--- src/rtl/mandel_pkg.sv ---
// Shared definitions for the Mandelbrot frame pipeline: default screen size,
// the scheduler FSM state encoding, the Q8.24 view coordinate type and a
// small population-count helper used to total engine retire pulses.
package mandel_pkg;

    localparam int H_RES_DEF = 640;
    localparam int V_RES_DEF = 480;

    // Signed Q8.24 view coordinate
    typedef logic signed [31:0] coord_t;

    typedef enum logic [1:0] {
        ST_IDLE  = 2'd0,
        ST_SCAN  = 2'd1,
        ST_DRAIN = 2'd2,
        ST_DONE  = 2'd3
    } sched_state_e;

    // Number of set bits in an up-to-8-wide pulse vector
    function automatic logic [3:0] popcount8(input logic [7:0] v);
        logic [3:0] c;
        c = 4'd0;
        for (int i = 0; i < 8; i++) begin
            c = c + {3'd0, v[i]};
        end
        return c;
    endfunction

endpackage

--- src/rtl/pixel_scheduler_if.sv ---
// Engine-facing bus of the pixel scheduler: ready/grant/retire handshake,
// the pixel coordinate on offer and the frame view latched for the mapper.
interface pixel_scheduler_if #(
    parameter int NUM_ENG = 4
);
    import mandel_pkg::*;

    logic [NUM_ENG-1:0] eng_ready;
    logic [NUM_ENG-1:0] eng_grant;
    logic [NUM_ENG-1:0] eng_retire;
    logic [9:0]         pix_x;
    logic [9:0]         pix_y;
    coord_t             frm_pan_x;
    coord_t             frm_pan_y;
    logic [7:0]         frm_zoom;

    modport master (
        input  eng_ready, eng_retire,
        output eng_grant, pix_x, pix_y, frm_pan_x, frm_pan_y, frm_zoom
    );

    modport slave (
        output eng_ready, eng_retire,
        input  eng_grant, pix_x, pix_y, frm_pan_x, frm_pan_y, frm_zoom
    );

endinterface

--- src/rtl/rr_arbiter.sv ---
// Combinational round-robin arbiter: picks the first requester at or after
// the pointer (wrapping modulo NUM_ENG) and returns the pointer that follows
// the winner. With no request the grant is zero and the pointer holds.
module rr_arbiter #(
    parameter int NUM_ENG = 4,
    parameter int PTR_W   = 2
) (
    input  logic [NUM_ENG-1:0] req,
    input  logic [PTR_W-1:0]   ptr,
    output logic [NUM_ENG-1:0] grant,
    output logic [PTR_W-1:0]   ptr_nxt
);

    logic [PTR_W:0]   sum_s;
    logic [PTR_W-1:0] idx_s;
    logic             found_s;

    // Rotating priority search starting at the pointer
    always_comb begin
        grant   = '0;
        ptr_nxt = ptr;
        found_s = 1'b0;
        sum_s   = '0;
        idx_s   = '0;
        for (int i = 0; i < NUM_ENG; i++) begin
            sum_s = {1'b0, ptr} + (PTR_W+1)'(i);
            if (sum_s >= (PTR_W+1)'(NUM_ENG)) begin
                idx_s = PTR_W'(sum_s - (PTR_W+1)'(NUM_ENG));
            end else begin
                idx_s = sum_s[PTR_W-1:0];
            end
            if (!found_s && req[idx_s]) begin
                found_s      = 1'b1;
                grant[idx_s] = 1'b1;
                if (idx_s == PTR_W'(NUM_ENG - 1)) begin
                    ptr_nxt = '0;
                end else begin
                    ptr_nxt = idx_s + PTR_W'(1);
                end
            end else begin
                found_s = found_s;
            end
        end
    end

endmodule

--- src/rtl/pixel_scheduler.sv ---
// Pixel scheduler: walks every screen coordinate of a frame in raster order
// and dispatches one pixel per cycle to the next ready iteration engine,
// tracking outstanding work so the frame only completes once all engines
// have retired. Optional build macro PIXEL_SCHEDULER_STALL_CNT_EN adds a
// stall_cycles output counting SCAN cycles that found no ready engine.
module pixel_scheduler
    import mandel_pkg::*;
#(
    parameter int H_RES   = H_RES_DEF,
    parameter int V_RES   = V_RES_DEF,
    parameter int NUM_ENG = 4
) (
    input  logic              clk,
    input  logic              rst_n,
    input  logic              start,
    input  coord_t            pan_x,
    input  coord_t            pan_y,
    input  logic [7:0]        zoom,
    pixel_scheduler_if.master eng,
    output logic              busy,
    output logic              frame_done
`ifdef PIXEL_SCHEDULER_STALL_CNT_EN
    ,
    output logic [31:0]       stall_cycles
`else
`endif
);

    localparam int         PTR_W  = (NUM_ENG > 1) ? $clog2(NUM_ENG) : 1;
    localparam int         OUT_W  = $clog2(NUM_ENG + 1);
    localparam logic [9:0] X_LAST = 10'(H_RES - 1);
    localparam logic [9:0] Y_LAST = 10'(V_RES - 1);

    sched_state_e       state_r, state_nxt_s;
    logic [9:0]         pix_x_r, pix_y_r;
    logic [PTR_W-1:0]   ptr_r, arb_ptr_nxt_s;
    logic [OUT_W-1:0]   outstanding_r, outstanding_nxt_s;
    coord_t             frm_pan_x_r, frm_pan_y_r;
    logic [7:0]         frm_zoom_r;
    logic               busy_r, frame_done_r;
    logic [NUM_ENG-1:0] arb_grant_s, grant_s;
    logic               granted_s, last_pix_s, start_acc_s;
    logic [3:0]         ret_cnt_s, ret_eff_s, out_ext_s, out_sum_s;

    rr_arbiter #(
        .NUM_ENG (NUM_ENG),
        .PTR_W   (PTR_W)
    ) u_arb (
        .req     (eng.eng_ready),
        .ptr     (ptr_r),
        .grant   (arb_grant_s),
        .ptr_nxt (arb_ptr_nxt_s)
    );

    assign grant_s     = (state_r == ST_SCAN) ? arb_grant_s : '0;
    assign granted_s   = |grant_s;
    assign last_pix_s  = (pix_x_r == X_LAST) && (pix_y_r == Y_LAST);
    assign start_acc_s = (state_r == ST_IDLE) && start;

    assign eng.eng_grant = grant_s;
    assign eng.pix_x     = pix_x_r;
    assign eng.pix_y     = pix_y_r;
    assign eng.frm_pan_x = frm_pan_x_r;
    assign eng.frm_pan_y = frm_pan_y_r;
    assign eng.frm_zoom  = frm_zoom_r;
    assign busy          = busy_r;
    assign frame_done    = frame_done_r;

    // Frame sequencing: scan until the last pixel is dispatched, drain, done
    always_comb begin
        state_nxt_s = state_r;
        case (state_r)
            ST_IDLE:  if (start_acc_s) state_nxt_s = ST_SCAN;
                      else             state_nxt_s = ST_IDLE;
            ST_SCAN:  if (granted_s && last_pix_s) state_nxt_s = ST_DRAIN;
                      else                         state_nxt_s = ST_SCAN;
            ST_DRAIN: if (outstanding_r == '0) state_nxt_s = ST_DONE;
                      else                     state_nxt_s = ST_DRAIN;
            ST_DONE:  state_nxt_s = ST_IDLE;
            default:  state_nxt_s = ST_IDLE;
        endcase
    end

    // Outstanding work: add the grant, remove retires but never below zero
    always_comb begin
        ret_cnt_s = popcount8(8'(eng.eng_retire));
        out_ext_s = 4'(outstanding_r);
        if (ret_cnt_s > out_ext_s) begin
            ret_eff_s = out_ext_s;
        end else begin
            ret_eff_s = ret_cnt_s;
        end
        out_sum_s         = out_ext_s - ret_eff_s + {3'd0, granted_s};
        outstanding_nxt_s = OUT_W'(out_sum_s);
    end

    // State, scan position, pointer, frame view and status registers
    always_ff @(posedge clk or negedge rst_n) begin
        if (!rst_n) begin
            state_r       <= ST_IDLE;
            pix_x_r       <= 10'd0;
            pix_y_r       <= 10'd0;
            ptr_r         <= '0;
            outstanding_r <= '0;
            frm_pan_x_r   <= 32'sd0;
            frm_pan_y_r   <= 32'sd0;
            frm_zoom_r    <= 8'd0;
            busy_r        <= 1'b0;
            frame_done_r  <= 1'b0;
        end else begin
            state_r       <= state_nxt_s;
            busy_r        <= (state_nxt_s != ST_IDLE);
            frame_done_r  <= (state_nxt_s == ST_DONE);
            outstanding_r <= outstanding_nxt_s;
            if (granted_s) begin
                ptr_r <= arb_ptr_nxt_s;
            end
            if (start_acc_s) begin
                frm_pan_x_r <= pan_x;
                frm_pan_y_r <= pan_y;
                frm_zoom_r  <= zoom;
                pix_x_r     <= 10'd0;
                pix_y_r     <= 10'd0;
            end else if (granted_s && !last_pix_s) begin
                if (pix_x_r == X_LAST) begin
                    pix_x_r <= 10'd0;
                    pix_y_r <= pix_y_r + 10'd1;
                end else begin
                    pix_x_r <= pix_x_r + 10'd1;
                end
            end
        end
    end

`ifdef PIXEL_SCHEDULER_STALL_CNT_EN
    logic [31:0] stall_r;
    assign stall_cycles = stall_r;

    // Count SCAN cycles with no ready engine, saturating at all-ones
    always_ff @(posedge clk or negedge rst_n) begin
        if (!rst_n) begin
            stall_r <= 32'd0;
        end else if (start_acc_s) begin
            stall_r <= 32'd0;
        end else if ((state_r == ST_SCAN) && !granted_s && (stall_r != 32'hFFFF_FFFF)) begin
            stall_r <= stall_r + 32'd1;
        end
    end
`else
`endif

endmodule

--- src/flat_wrapper.sv ---
// flat-port wrapper written by rule: the top's interface ports become plain ports
module pixel_scheduler_flat import mandel_pkg::*;
#(
    parameter int H_RES   = H_RES_DEF,
    parameter int V_RES   = V_RES_DEF,
    parameter int NUM_ENG = 4
)
  (clk, rst_n, start, pan_x, pan_y, zoom, busy, frame_done, eng_eng_ready, eng_eng_retire, eng_eng_grant, eng_pix_x, eng_pix_y, eng_frm_pan_x, eng_frm_pan_y, eng_frm_zoom);
  pixel_scheduler_if #(.NUM_ENG(NUM_ENG)) eng_i ();
  input  logic clk;
  input  logic rst_n;
  input  logic start;
  input  coord_t pan_x;
  input  coord_t pan_y;
  input  logic [7:0] zoom;
  output logic busy;
  output logic frame_done;
  input wire logic [$bits(eng_i.eng_ready)-1:0] eng_eng_ready;
  input wire logic [$bits(eng_i.eng_retire)-1:0] eng_eng_retire;
  output wire logic [$bits(eng_i.eng_grant)-1:0] eng_eng_grant;
  output wire logic [$bits(eng_i.pix_x)-1:0] eng_pix_x;
  output wire logic [$bits(eng_i.pix_y)-1:0] eng_pix_y;
  output wire logic [$bits(eng_i.frm_pan_x)-1:0] eng_frm_pan_x;
  output wire logic [$bits(eng_i.frm_pan_y)-1:0] eng_frm_pan_y;
  output wire logic [$bits(eng_i.frm_zoom)-1:0] eng_frm_zoom;
  assign eng_i.eng_ready = eng_eng_ready;
  assign eng_i.eng_retire = eng_eng_retire;
  assign eng_eng_grant = eng_i.eng_grant;
  assign eng_pix_x = eng_i.pix_x;
  assign eng_pix_y = eng_i.pix_y;
  assign eng_frm_pan_x = eng_i.frm_pan_x;
  assign eng_frm_pan_y = eng_i.frm_pan_y;
  assign eng_frm_zoom = eng_i.frm_zoom;
  pixel_scheduler #(.H_RES(H_RES), .V_RES(V_RES), .NUM_ENG(NUM_ENG)) u_core (.clk(clk), .rst_n(rst_n), .start(start), .pan_x(pan_x), .pan_y(pan_y), .zoom(zoom), .eng(eng_i), .busy(busy), .frame_done(frame_done));
endmodule
--- config.mk ---
export PLATFORM = sky130hd
export DESIGN_NAME = pixel_scheduler_flat
export DESIGN_NICKNAME = d
export VERILOG_FILES = /design/src/rtl/mandel_pkg.sv /design/src/rtl/pixel_scheduler_if.sv /design/src/rtl/rr_arbiter.sv /design/src/rtl/pixel_scheduler.sv /design/src/flat_wrapper.sv
export SDC_FILE = /design/constraint.sdc
export NUM_CORES = 1
export LEC_CHECK = 0
export BUFFER_PORTS_ARGS = -buffer_cell sky130_fd_sc_hd__buf_2
export CAP_MARGIN = 10
export CORE_ASPECT_RATIO = 1.2
export CORE_MARGIN = 1.5
export CORE_UTILIZATION = 35
export DETAILED_ROUTE_END_ITERATION = 7
export GPL_ROUTABILITY_DRIVEN = 1
export PLACE_DENSITY = 0.71
export SYNTH_ARGS = -nofsm -noshare
export SYNTH_HDL_FRONTEND = slang
export SYNTH_SLANG_ARGS = --single-unit
export TNS_END_PERCENT = 100
--- constraint.sdc ---
create_clock -name clk -period 3.6 [get_ports clk]
set_input_delay 0 -clock clk [delete_from_list [all_inputs] [get_ports clk]]
set_output_delay 0 -clock clk [all_outputs]
set_load 0.03 [all_outputs]
**Word level (Yosys, flattened, before mapping)**

Index checks and enable logic that the tools add are counted.
W data, S select, Z words.

- Latch bits: 0
- Memories: 0
- Bits of input ports: 83
- Output and inout port bits: 98
- Bits in writable memories: 0
- Word-level logic and storage cells: 125
- Register bits after elaboration: 101
- ROM bits: 0

- Divide/modulo/power cells: 0
- Bitwise gates (word level): 3
- $lt $le $gt $ge: 13
- Add/subtract/negate cells: 18
- Muxes and demuxes: 47
- Reductions and logical operators: 24
- Shift-type cells: 0
- $mul: 0
- Equal/unequal tests: 10

Operator list:

| operator | count |
|---|---|
| $mux W10 | 6 |
| $mux W2 | 13 |
| $add A10 B1 Y10 const B | 2 |
| $mux W4 | 5 |
| $eq A2 B2 Y1 const B | 7 |
| $mux W1 | 13 |
| $lt A2 B3 Y1 const B | 4 |
| $or A4 B4 Y4 | 3 |
| $logic_and A1 B1 Y1 | 11 |
| $eq A10 B10 Y1 const B | 1 |
| $eq A10 B9 Y1 const B | 1 |
| $ge A3 B3 Y1 const B | 3 |
| $add A2 B1 Y2 const B | 4 |
| $add A4 B1 Y4 | 2 |
| $bmux W1 S2 | 4 |
| $demux W1 S2 | 4 |
| $ge A2 B1 Y1 const B | 4 |
| $pmux W2 S4 | 1 |
| $sub A2 B1 Y2 const B | 4 |
| $add A2 B2 Y3 const B | 2 |
| $reduce_bool A2 Y1 | 3 |
| $gt A4 B3 Y1 | 1 |
| $logic_not A1 Y1 | 4 |
| $reduce_and A2 Y1 | 2 |
| 11 further kinds | 11 |

**Logic depth before layout (Yosys ltp)**

Gate-level depths: netlist (run 1).

- Word-level depth: 20
- Mapped depth: 17
- Mapped depth without buffers: 17

**Hierarchy**

Synthesis (run 1) repeated with hierarchy kept, for this count alone.

- Cells, all modules: 527
- Area, all modules: 4880.9 µm²

By module, submodules not included:

| module | cells each | instances | area an instance (µm²) |
|---|---|---|---|
| pixel_scheduler | 480 | 1 | 4439.3 |
| rr_arbiter | 47 | 1 | 441.7 |

**Worst setup path after synthesis (run 1)**

OpenSTA, ideal clock, no wires.

- Path type: register -> register
- From: register u_core.ptr_r[0]
- To: register u_core.outstanding_r[2]
- Data required time: 3477 ps
- Arrival: 3498 ps
- Buffers on the path: 4
- Stages on the path, launching flop included: 18
- Setup time: 123 ps
- Path slack: -21 ps
- Cells stage by stage: dfrtp_1 buf_6 inv_1 ha_1 buf_2 mux4_2 buf_6 nor4b_1 o32ai_1 and3b_1 a21o_1 inv_1 buf_2 ha_1 inv_1 fa_1 xnor2_1 xnor2_1

- Cells in the longest elaborated chain, start to end: 17

RTL lines:

| item | RTL line | RTL |
|---|---|---|
| from (decl) | pixel_scheduler.sv:36 | `logic [PTR_W-1:0] ptr_r, arb_ptr_nxt_s;` |
| from (signal assigned) | pixel_scheduler.sv:116 | `ptr_r <= arb_ptr_nxt_s;` |
| branches (longest 13 deep; another with $add A2 B1 Y3) | n/a |  |
| $mux W4 * | rr_arbiter.sv:32 | `if (!found_s && req[idx_s]) begin` |
| $mux W4 * | pixel_scheduler.sv:55 | `assign grant_s = (state_r == ST_SCAN) ? arb_grant_s : '0;` |
| $reduce_or A4 Y1 * | pixel_scheduler.sv:56 | `assign granted_s = \|grant_s;` |
| $add A3 B1 Y3 * | pixel_scheduler.sv:93 | `out_sum_s = out_ext_s - ret_eff_s + {3'd0, granted_s};` |
| via u_core.out_sum_s[2] | pixel_scheduler.sv:43 | `logic [3:0] ret_cnt_s, ret_eff_s, out_ext_s, out_sum_s;` |
| to (signal assigned) | pixel_scheduler.sv:114 | `outstanding_r <= outstanding_nxt_s;` |
| to (decl) | pixel_scheduler.sv:37 | `logic [OUT_W-1:0] outstanding_r, outstanding_nxt_s;` |

Mark *: on every way through the listed nets, which the timed path passes. The select of a mux whose other input is x is not followed.
A chain may end at the register's enable or synchronous reset.

**Final worst setup path (run 1)**

Same ends and word-level chain as after synthesis.

==> results.json, run 1 <==
{
  "grt_pass1_wl_mm": 22.8,
  "grt_usage": 0.188,
  "startpoint_type": "register",
  "root_buffer": "clkbuf_16",
  "hold_viol": 0,
  "rsz0062_at_grt": "false",
  "required_ns": 3.86,
  "fin_nets": 902,
  "ys_top_cells_by_area": "dfrtp_1, nand2_1, ha_1, a21oi_1, mux2i_1",
  "grt_antenna_before_repair": 0,
  "drtIter0Drc": 296,
  "fin_tns_setup_ns": 0,
  "cp-end-kind": "register",
  "first_pass_iters": 5,
  "final_antenna_net_count": 0,
  "finClkSkew_ns": 0.0103,
  "antenna_cells": 0,
  "status": "finished clean",
  "place.gp.congestion": 0.872,
  "layout-drive-gt1-share": 0.272,
  "synth_top_area_share": 0.510,
  "coreArea_um2": 13800,
  "arrival_ns": 3.59,
  "ys.flop_type": "dfrtp_1",
  "dp_hpwl_mm": 8.82,
  "rows": 47,
  "vias_per_cell": 4.93,
  "mostFrequentLayoutCell": "nand2_1",
  "synth_edf_count": 0,
  "vias": 4814,
  "drc": 0,
  "syn-instance-count": 552,
  "tightestPinTransition_ns": 0.955,
  "overflow": 0,
  "portBuffers": 180,
  "cts_sinks": 101,
  "ff2ff_setup_slack_ns": 0.26,
  "postCtsSetupBuffers": 0,
  "clkTransAtPathRegs_ns": 0.06,
  "cts_buffer_depth": 2,
  "hold_path.class": "in -> reg",
  "period_needed_ns": 3.34,
  "cts_made_buffers": 9,
  "ctsHtreeMaxLevel": 3,
  "ys_types": 50,
  "postSynth.asyncResetShare": 1.00,
  "leakage_nw": 3.78,
  "grt_pass1_vias": 4823,
  "ys_seq_area_frac": 0.510,
  "fin_util": 0.512,
  "vdd_drop_max_uv": 749,
  "criticalPathCategory": "reg -> reg",
  "initial_core_util": 0.358,
  "final_cell_mix": "nand2_1, buf_2, dfrtp_1, dlygate4sd3_1",
  "ys.warnings.count": 0,
  "die_y_um": 133,
  "die_w_um": 112,
  "totalWireLength_mm": 13.9,
  "cts_tree": "built",
  "wl_per_cell_um": 14.2,
  "io_pins": 181,
  "post-route-period-util": 0.927,
  "crit_fanout": 13,
  "drv_slew": 0,
  "avgSynthCellArea_um2": 8.97,
  "maxCapViolations": 0,
  "clock_latency_ns": 0.34,
  "ys_ff_latch": 101,
  "syn_nets": 654,
  "synth_largest_area_cell": "dfrtp_1",
  "fmax_ghz": 0.300,
  "setup-violations-final": 0,
  "synth_area_um2": 4950,
  "relSlewSlack": 0.364,
  "area_growth_pct": 42.8,
  "grt_max_degree": 79,
  "die_area_um2": 14900,
  "power_per_cell_area_nw_per_um2": 884
}
flip-flops by register name (all words and copies together) (netlist names):
name	count
u_core.busy	1
u_core.eng.frm_pan_x	32
u_core.eng.frm_pan_y	32
u_core.eng.frm_zoom	8
u_core.eng.pix_x	10
u_core.eng.pix_y	10
u_core.frame_done	1
u_core.outstanding_r	3
u_core.ptr_r	2
u_core.state_r	2
timing repair:
action,4_1_cts,5_1_grt
endpoints found under the setup margin,0,1
endpoints found under the hold margin,146,0
resized for setup,0,1
hold buffers,74,0
cell usage after synthesis, types with 2 or more instances:
cell,n
a21o_1,5
a21oi_1,22
a31oi_1,5
and2_1,5
and3_1,5
and3b_1,2
buf_2,3
buf_6,3
clkbuf_1,18
dfrtp_1,101
fa_1,2
ha_1,17
inv_1,23
mux2_2,3
mux2i_1,9
mux4_2,4
nand2_1,230
nand2b_1,4
nand3_1,6
nand4_1,13
nand4b_1,4
nor2_1,17
nor2b_1,3
nor4_1,2
nor4b_1,4
o21ai_0,6
o21ai_1,5
o31ai_1,4
or4_1,4
xnor2_1,3
layer usage:
metal | GRT usage | share of wire | up-vias | wire length (um)
met3 | 0.0373 | 0.055 | 31 | 759
met5 | 0 | 0 | - | 0
li1 | - | - | 2330 | -
met4 | 0.0661 | 0.026 | 0 | 364
met1 | 0.225 | 0.41 | 2275 | 5740
met2 | 0.334 | 0.51 | 178 | 7010
cells by family (layout without fill, tap and decap cells):
logic type	Yosys count	after routing	synth area share
AO/OA/AOI/OAI	60	60	0.0824
XOR/XNOR	3	3	0.00531
adder cells (fa/ha/maj)	19	19	0.0510
buffers and inverters	49	302	0.0432
flip-flops	101	101	0.510
multiplexers	16	16	0.0432
AND/OR/NAND/NOR	304	304	0.265
critical path, stage by stage, from the launching register on:
cell and delay, ns:
dfrtp_1 0.39, clkinvlp_4 0.19, ha_1 0.39, mux4_2 0.44, nor2b_1 0.19, a311oi_2 0.29
and3b_1 0.25, a21o_1 0.17, inv_1 0.09, ha_1 0.14, inv_1 0.04, fa_1 0.37
xnor2_1 0.17, xnor2_1 0.13
power breakdown:
group / total [mW] / switching (mW) / internal [mW] / leakage (nW)
registers: 1.92 / 0.299 / 1.62 / 1.27
logic: 3.33 / 2.21 / 1.13 / 2.36
clock network: 1.00 / 0.437 / 0.563 / 0.149
through the flow:
| step | cells | hold WS [ns] | instance area, um2 | setup slack (ns) | power, mW |
|---|---|---|---|---|---|
| floorplan | 552 | -0.296 | 4960 | 0.00666 | 4.30 |
| global placement | 886 | 0.189 | 6020 | 0.248 | 5.12 |
| detailed placement | 886 | 0.192 | 6020 | 0.210 | 5.18 |
| CTS | 976 | 0.295 | 7070 | 0.195 | 6.27 |
| global route | 976 | 0.382 | 7070 | 0.0224 | 6.67 |
| finish | 976 | 0.307 | 7070 | 0.264 | 6.25 |
worst paths after layout:
path,start,endpoint,cells past startpoint
setup / recovery,u_core.ptr_r[0],u_core.outstanding_r[2],13
hold / removal,eng_eng_ready[1],u_core.ptr_r[1],7
setup reg to reg,u_core.ptr_r[0],u_core.outstanding_r[2],13
hold reg to reg,u_core.eng.frm_pan_x[30],u_core.eng.frm_pan_x[30],2
max in group asynchronous,rst_n,u_core.outstanding_r[2],3
min in group asynchronous,rst_n,u_core.eng.frm_pan_y[25],2
layout make-up:
class                   count  area, um2
clock inverters             6       68.8
multi-input cells         402       2220
repair buffers            263       1710
clock buffers              10        239
well taps                 171        214
flip-flops and latches    101       2530
inverters                  23       90.1
fillers                  1223       6750
Note: power is estimated with default switching activity, not from simulation.
==> inputs of run 2 (changes only) <==
--- a/config.mk
+++ b/config.mk
@@ -10,6 +10,7 @@
 export CORE_ASPECT_RATIO = 1.2
 export CORE_MARGIN = 1.5
 export CORE_UTILIZATION = 35
+export CTS_BUF_LIST = sky130_fd_sc_hd__clkbuf_16
 export DETAILED_ROUTE_END_ITERATION = 7
 export GPL_ROUTABILITY_DRIVEN = 1
 export PLACE_DENSITY = 0.71
==> run 2 against run 1 <==
Cell count is the same; critical path depth is the same; clock power is essentially flat; register-to-register slack is essentially flat; sequential cell count is the same; critical endpoint unchanged; highest routed layer unchanged.
==> results.json, run 2 (synthesized netlist as in run 1, its figures left out) <==
{
  "status": "finished clean",
  "cts_sinks": 101,
  "routed-wl-met2_mm": 7.01,
  "comb_power_share": 0.535,
  "criticalPathCategory": "reg -> reg",
  "final_antenna_net_count": 0,
  "cts_made_buffers": 9,
  "m1WireLength_mm": 5.77,
  "final_area_um2": 7060,
  "timing.rr.start": "u_core.ptr_r[0]",
  "layout-drive-gt1-share": 0.271,
  "postCtsSetupBuffers": 0,
  "dp_hpwl_mm": 8.82,
  "overflow": 0,
  "r2r_end": "u_core.outstanding_r[2]",
  "cp-end-kind": "register",
  "grt_max_degree": 79,
  "drc": 0,
  "drv_slew": 0,
  "grt_pass1_vias": 4822,
  "startpoint_type": "register",
  "power_per_cell_area_nw_per_um2": 882,
  "vdd_drop_max_uv": 749,
  "first_pass_iters": 5,
  "n_fill_cell": 1224,
  "top_layer": "met4",
  "ff2ff_setup_slack_ns": 0.27,
  "clkTransAtPathRegs_ns": 0.06,
  "hp-start": "eng_eng_ready[1]",
  "swShare": 0.472,
  "fin_nets": 902,
  "clock_latency_ns": 0.34,
  "grt_pass1_wl_mm": 22.8,
  "p_int_mw": 3.29,
  "grt_antenna_before_repair": 0,
  "coreArea_um2": 13800,
  "pwr-share-clk": 0.157,
  "hold_path.class": "in -> reg",
  "hold_ws_ns": 0.306,
  "cts_tree": "built",
  "drtIter0Drc": 307,
  "hold_depth": 7,
  "p_switching_mw": 2.94,
  "fmax_ghz": 0.300,
  "rows": 47,
  "root_buffer": "clkbuf_16",
  "grt_usage": 0.187,
  "hold_path_end": "u_core.ptr_r[1]",
  "placed_area_um2": 6020,
  "io_pins": 181,
  "final_cell_mix": "nand2_1, buf_2, dfrtp_1, dlygate4sd3_1",
  "die_y_um": 133,
  "fin_tns_setup_ns": 0,
  "totalWireLength_mm": 13.9,
  "vias_per_cell": 4.94,
  "rsz0062_at_grt": "false",
  "vias": 4817,
  "multi_input_area_um2": 2220,
  "antenna_cells": 0,
  "mostFrequentLayoutCell": "nand2_1",
  "post-route-period-util": 0.926,
  "hold_viol": 0,
  "cts_buffer_depth": 2,
  "wl_per_cell_um": 14.2,
  "leakage_nw": 3.78,
  "period_needed_ns": 3.33,
  "initial_core_util": 0.358,
  "required_ns": 3.86,
  "finClkSkew_ns": 0.00976,
  "crit_fanout": 13,
  "relSlewSlack": 0.359,
  "area_growth_pct": 42.6,
  "p_seq_frac": 0.308,
  "setup-violations-final": 0,
  "place.gp.congestion": 0.872,
  "portBuffers": 180,
  "tightestPinTransition_ns": 0.961,
  "seqCellArea_um2": 2530,
  "ctsHtreeMaxLevel": 3,
  "maxCapViolations": 0,
  "die_w_um": 112,
  "arrival_ns": 3.59,
  "die_area_um2": 14900,
  "routed-wl-met3_um": 738,
  "rr_worst_depth": 13
}
## run 2: layout make-up
cell class / instances / share of cell area
clock inverters: 7 / 0.0103
flip-flops and latches: 101 / 0.358
repair buffers: 263 / 0.242
well taps: 171 / 0.0303
multi-input cells: 402 / 0.314
clock buffers: 9 / 0.0319
inverters: 23 / 0.0128
## run 2: critical path: stages (launching register included)
cell and delay [ns]:
dfrtp_1 0.39, clkinvlp_4 0.19, ha_1 0.39, mux4_2 0.44
nor2b_1 0.19, a311oi_2 0.29, and3b_1 0.25, a21o_1 0.17
inv_1 0.09, ha_1 0.14, inv_1 0.04, fa_1 0.37
xnor2_1 0.17, xnor2_1 0.13
## run 2: worst max path at each step
stage | cells after the start | slack [ns] | startpoint | to
4_1_cts | 13 | 0.19 | u_core.ptr_r[0] | u_core.outstanding_r[2]
2_1_floorplan | 17 | 0.007 | u_core.ptr_r[0] | u_core.outstanding_r[2]
5_1_grt | 13 | 0.02 | u_core.ptr_r[0] | u_core.outstanding_r[2]
3_3_place_gp | 13 | 0.25 | u_core.ptr_r[0] | u_core.outstanding_r[2]
3_5_place_dp | 13 | 0.21 | u_core.ptr_r[0] | u_core.outstanding_r[2]
6_report | 13 | 0.27 | u_core.ptr_r[0] | u_core.outstanding_r[2]
## run 2: power by group through the flow
stage	Clock [mW]	Sequential [mW]	Combinational, mW
floorplan	0	2.81	1.49
global placement	0	1.91	3.21
detailed placement	0	1.91	3.27
CTS	1.00	1.91	3.33
global route	1.05	1.98	3.62
finish	0.979	1.92	3.33
## run 2: per-layer routing
layer / GRT usage / vias up
li1: - / 2330
met1: 0.225 / 2280
met2: 0.334 / 176
met3: 0.0373 / 31
met4: 0.0661 / 0
met5: 0 / -
## run 2: timing repair
| item | 4_1_cts | 5_1_grt |
|---|---|---|
| hold buffers | 74 | 0 |
| setup endpoints to repair | 0 | 1 |
| gates resized for setup | 0 | 1 |
| hold endpoints to repair | 146 | 0 |
## run 2: stage by stage
step | cells | util | total power, mW | worst slack (ns)
global route | 976 | 0.511 | 6.65 | 0.0224
finish | 976 | 0.511 | 6.23 | 0.266
CTS | 976 | 0.511 | 6.24 | 0.195
global placement | 886 | 0.435 | 5.12 | 0.248
floorplan | 552 | - | 4.30 | 0.00666
detailed placement | 886 | 0.435 | 5.18 | 0.210
